## src/rtl/codec_init_sequencer.sv

```systemverilog
// rtl/codec_init_sequencer.sv - power-up codec register init and runtime write sequencer for i2cgenerator
module codec_init_sequencer #(
    parameter int NUM_WORDS      = 8,
    parameter int POWERUP_CYCLES = 50000,
    parameter int GAP_CYCLES     = 500
) (
    input  logic        CLOCK_50,
    input  logic        reset,
    input  logic        start,
    input  logic        ready,
    output logic        load,
    output logic [15:0] data,
    input  logic        cmd_valid,
    input  logic [15:0] cmd_data,
    output logic        cmd_ready,
    output logic        init_done,
    output logic        busy,
    output logic [3:0]  word_idx
);

    typedef enum logic [2:0] {
        S_IDLE,
        S_POWERUP,
        S_ISSUE,
        S_HOLD,
        S_WAIT_RDY,
        S_GAP,
        S_DONE
    } state_t;

    // A zero delay parameter behaves like one cycle
    localparam logic [15:0] PU_TC    = 16'((POWERUP_CYCLES > 1) ? POWERUP_CYCLES - 1 : 0);
    localparam logic [15:0] GAP_TC   = 16'((GAP_CYCLES > 1) ? GAP_CYCLES - 1 : 0);
    localparam logic [3:0]  LAST_IDX = 4'((NUM_WORDS > 1) ? NUM_WORDS - 1 : 0);

    state_t      state_q, state_d;
    logic [15:0] cnt_q, cnt_d;
    logic [3:0]  idx_q, idx_d;
    logic        init_done_q, init_done_d;
    logic        runtime_q, runtime_d;
    logic        start_q;
    logic [15:0] data_q;
    logic [15:0] word;

    function automatic logic [15:0] table_word(input logic [3:0] idx);
        case (idx)
            4'd0:    return 16'h1E00;
            4'd1:    return 16'h0C10;
            4'd2:    return 16'h0812;
            4'd3:    return 16'h0A06;
            4'd4:    return 16'h0E42;
            4'd5:    return 16'h1000;
            4'd6:    return 16'h1201;
            4'd7:    return 16'h0C00;
            default: return 16'h0000;
        endcase
    endfunction

    always_ff @(posedge CLOCK_50) begin
        if (reset) begin
            state_q     <= S_IDLE;
            cnt_q       <= 16'd0;
            idx_q       <= 4'd0;
            init_done_q <= 1'b0;
            runtime_q   <= 1'b0;
            start_q     <= 1'b0;
            data_q      <= 16'h0000;
        end else begin
            state_q     <= state_d;
            cnt_q       <= cnt_d;
            idx_q       <= idx_d;
            init_done_q <= init_done_d;
            runtime_q   <= runtime_d;
            start_q     <= start;
            data_q      <= word;
        end
    end

    // load is gated by ready in the same cycle, so it can never fire against a busy generator
    always_comb begin
        state_d     = state_q;
        cnt_d       = cnt_q;
        idx_d       = idx_q;
        init_done_d = init_done_q;
        runtime_d   = runtime_q;
        load        = 1'b0;
        cmd_ready   = 1'b0;
        word        = data_q;
        case (state_q)
            S_IDLE: begin
                cnt_d   = 16'd0;
                state_d = S_POWERUP;
            end
            S_POWERUP: begin
                if (cnt_q == PU_TC) begin
                    cnt_d   = 16'd0;
                    idx_d   = 4'd0;
                    state_d = S_ISSUE;
                end else begin
                    cnt_d = cnt_q + 16'd1;
                end
            end
            S_ISSUE: begin
                if (ready) begin
                    load      = 1'b1;
                    word      = table_word(idx_q);
                    runtime_d = 1'b0;
                    state_d   = S_HOLD;
                end
            end
            S_HOLD: state_d = S_WAIT_RDY;
            S_WAIT_RDY: begin
                if (ready) begin
                    if (runtime_q) begin
                        state_d = S_DONE;
                    end else if (idx_q == LAST_IDX) begin
                        init_done_d = 1'b1;
                        state_d     = S_DONE;
                    end else begin
                        cnt_d   = 16'd0;
                        state_d = S_GAP;
                    end
                end
            end
            S_GAP: begin
                if (cnt_q == GAP_TC) begin
                    cnt_d   = 16'd0;
                    idx_d   = idx_q + 4'd1;
                    state_d = S_ISSUE;
                end else begin
                    cnt_d = cnt_q + 16'd1;
                end
            end
            S_DONE: begin
                if (start && !start_q) begin
                    init_done_d = 1'b0;
                    idx_d       = 4'd0;
                    state_d     = S_ISSUE;
                end else if (cmd_valid && ready) begin
                    cmd_ready = 1'b1;
                    load      = 1'b1;
                    word      = cmd_data;
                    runtime_d = 1'b1;
                    state_d   = S_HOLD;
                end
            end
            default: state_d = S_IDLE;
        endcase
    end

    assign data      = word;
    assign init_done = init_done_q;
    assign busy      = (state_q != S_IDLE) && (state_q != S_DONE);
    assign word_idx  = idx_q;

endmodule

```

## config.mk

```make
export PLATFORM = sky130hd
export DESIGN_NAME = codec_init_sequencer
export DESIGN_NICKNAME = d
export VERILOG_FILES = /design/src/rtl/codec_init_sequencer.sv
export SDC_FILE = /design/constraint.sdc
export NUM_CORES = 1
export LEC_CHECK = 0
export BUFFER_PORTS_ARGS = -buffer_cell sky130_fd_sc_hd__buf_2
export CORE_AREA = 4 4 83 62
export CTS_BUF_LIST = sky130_fd_sc_hd__clkbuf_4
export CTS_CLUSTER_DIAMETER = 50
export DETAILED_ROUTE_END_ITERATION = 10
export DIE_AREA = 0 0 87 66
export PLACE_DENSITY_LB_ADDON = 0.25
export SYNTH_ARGS = -nofsm -noshare
export SYNTH_HDL_FRONTEND = slang
export SYNTH_SLANG_ARGS = --single-unit
```

## constraint.sdc

```tcl
create_clock -name CLOCK_50 -period 3 [get_ports CLOCK_50]
set_clock_uncertainty 0.1 [all_clocks]
set_input_delay 0.45 -clock CLOCK_50 [delete_from_list [all_inputs] [get_ports CLOCK_50]]
set_output_delay 0.45 -clock CLOCK_50 [all_outputs]
set_load 0.02 [all_outputs]
```

==> flow_metrics.py <==
metrics = {
    "sta": {
        "hold_viol": 0,
        "maxSlewHeadroom": 0.6444,
        "finalMaxSlewViolations": 0,
        "fin_crit_ps": 2787,
        "min_period_over_period": 0.9289,
        "fmax_mhz": 358.8,
        "tightest_slew_ps": 532.7,
        "setup_viol": 0,
        "final.setup.tns_ps": 0,
        "rsz0062_at_grt": "no",
    },
    "layout": {
        "multi_input_area_sq_um": 1252,
        "antennaDiodeCount": 0,
        "drive_gt1_frac": 0.2609,
        "syn2layout_area_growth_pct": 13.99,
        "post-route-util": 0.6386,
        "nNetsFinal": 322,
        "final-seq-area_sq_um": 1021,
        "n_fill_cell": 365,
        "fin_cells": 354,
    },
    "global_route": {
        "grt_pass1_wl_microns": 8438,
        "antenna_found_initial": 0,
        "gr-total-overflow": 0,
        "grt_pass1_vias": 1795,
        "grt_usage": 0.1851,
        "grt_max_degree": 19,
    },
    "place": {
        "hpwlAfterDp_microns": 3603,
        "io_buffers": 44,
        "dp_cells": 346,
        "gp_congestion": 0.7873,
    },
    "setup_path": {
        "worst_ep_required_time_ps": 2450,
        "r2r_cells": 8,
        "critical_path.top_delay_family": "flip-flops",
        "crit_type": "reg2out",
        "reg2reg_slack_ps": 420,
        "cp_cell_sequence": "nand3b_4 -> nor3_4 -> nor2_1 -> buf_4 -> a222oi_1 -> inv_1 -> buf_2",
        "crit_path_end_kind": "output port",
        "cp.arrival_ps": 2240,
        "cp-startpoint": "state_q[1]",
        "r2r_start": "cnt_q[0]",
        "crit_path_max_incr_delay_ps": 680,
        "cp_slowest_cell": "dfxtp_1",
        "crit_end": "data[10]",
        "cp.buffers_inverters": 3,
        "start_kind": "flop",
        "worst-path-stages": 7,
        "crit_fanout": 17,
    },
    "floorplan": {
        "core-area_sq_um": 4279,
        "die_h_microns": 66,
        "design.die.area_sq_um": 5742,
        "io_pins": 45,
        "chipWidth_microns": 87,
        "rows": 20,
        "start_util": 0.5602,
    },
    "detailed_routing": {
        "dr.pass1.iters": 4,
        "post-route-drc-count": 0,
        "viasPerCell": 5.559,
        "wire_per_inst_microns": 13.97,
        "drt_iter0_markers": 140,
        "wirelength_microns": 4944,
        "routed.top_layer": "met4",
        "route.met2.wl_microns": 1949,
        "drt-met1-wl_microns": 2621,
        "postRouteAntennaNets": 0,
        "via_count": 1968,
        "wl_met3_microns": 321,
    },
    "yosys": {
        "syn_inst": 253,
        "synthDistinctLibCells": 58,
        "syn_avg_cell_area_sq_um": 9.475,
        "synthArstFlopShare": 0,
        "synth_ff_type": "dfxtp_1",
        "yosysWarnings": 0,
        "syn_area_sq_um": 2397,
        "synth_fp_nets": 277,
        "ys_seq_area_frac": 0.4259,
        "synth_most_common_cell": "dfxtp_1",
        "ys_ff_latch": 51,
        "yosysTopAreaCellShare": 0.4259,
        "synth_edf_count": 0,
        "yosys.area.top_type": "dfxtp_1",
        "netlist_top_cells_area": "dfxtp_1 43%, nor2_1 5.0%, a222oi_1 3.8%",
        "ys_top_cells_by_count": "51 x dfxtp_1, 32 x nor2_1, 16 x inv_1",
    },
    "clock_tree": {
        "cts.clk_slew.worst_paths_ps": 150,
        "cts_buffer_depth": 2,
        "root_buffer": "clkbuf_4",
        "cts-htree-levels": 2,
        "cts_num_sinks": 51,
        "cts_resized": 0,
        "ctsHoldBuffers": 0,
        "cts_buffers": 5,
        "clkLatencyLatePin_ps": 370,
        "cts_tree": "yes",
        "cts_setup_buffers": 0,
    },
    "pwr": {
        "p_leak_nw": 1.233,
        "p_per_area_nw_per_um2": 475.6,
        "total_power_mw": 1.300,
        "irDropWorstVdd_v": 0.0003087,
    },
    "worst_hold_path": {
        "hold_class": "in2reg",
    },
    "job": {
        "maxCapViolCount": 0,
    },
    "outcome": {
        "outcome": "completed",
    },
}
## how the worst min path moves through the flow
stage	startpoint	endpoint	cells past startpoint
after floorplan	data_q[0]	data_q[0]	2
after global placement	data_q[1]	data_q[1]	2
after detailed placement	data_q[1]	data_q[1]	2
after CTS	start	start_q	2
after global routing	start	start_q	2
final	start	start_q	2
## routing by layer
metal | GRT usage | up-vias
li1 | - | 1008
met1 | 0.2824 | 907
met2 | 0.2453 | 47
met3 | 0.05106 | 6
met4 | 0.05837 | 0
met5 | 0 | -
## power by group
part | switching, mW | total [mW] | internal (mW)
clock | 0.227 | 0.321 | 0.0942
combinational | 0.145 | 0.248 | 0.103
sequential | 0.0340 | 0.731 | 0.697
## cell type report
cell class / count / area share
clock buffers: 5 / 0.01374
clock inverters: 3 / 0.008700
inverters: 17 / 0.02335
multi-input cells: 173 / 0.4583
flip-flops and latches: 51 / 0.3736
well taps: 55 / 0.02518
repair buffers: 50 / 0.09707
## layout by cell type, fill, tap and decap left out, drive strengths merged, types with 2 or more instances in the layout
master | netlist | final
a211oi | 2 | 2
a21o | 2 | 2
a21oi | 5 | 5
a222oi | 9 | 9
a22o | 8 | 8
a41oi | 2 | 2
and2 | 13 | 13
and3 | 3 | 3
and3b | 2 | 2
and4 | 3 | 3
and4b | 3 | 3
and4bb | 2 | 2
buf | 6 | 50
clkbuf | 6 | 5
clkinvlp | 0 | 2
dfxtp | 51 | 51
ha | 3 | 3
inv | 17 | 18
mux2 | 2 | 2
mux2i | 3 | 3
nand2 | 9 | 9
nand2b | 4 | 4
nand3 | 6 | 6
nand3b | 2 | 2
nand4 | 11 | 11
nor2 | 32 | 32
nor2b | 4 | 4
nor3 | 8 | 8
o21ai | 5 | 5
xnor2 | 4 | 4
xor2 | 10 | 10
## per-stage QoR
stage | hold slack (ps) | setup WS [ps] | area [sq um]
finish | 211.4 | 213.2 | 2733
floorplan | 362.9 | 599.1 | 2397
detailed placement | 387.1 | 432.5 | 2671
global placement | 374.7 | 506.2 | 2671
CTS | 200.5 | 205.7 | 2733
global route | 214.6 | 30.52 | 2733
## worst reg2reg max path: stages, from the launching register on
cell and delay, ps:
dfxtp_1 410, ha_1 250, and4bb_1 220, nand4_2 210, a22o_4 350, o221a_2 330, inv_1 70, ha_1 270
mux2_2 280
## kinds of logic (layout without fill, tap and decap cells)
family | after synthesis | in the layout | synth area share
compound gates | 44 | 44 | 0.1644
xor+xnor | 14 | 14 | 0.05115
fa+ha+maj | 3 | 3 | 0.01566
buf+inv | 29 | 75 | 0.05167
flops | 51 | 51 | 0.4259
mux | 5 | 5 | 0.02192
simple gates | 107 | 107 | 0.2693
(Power assumes the default switching activity.)
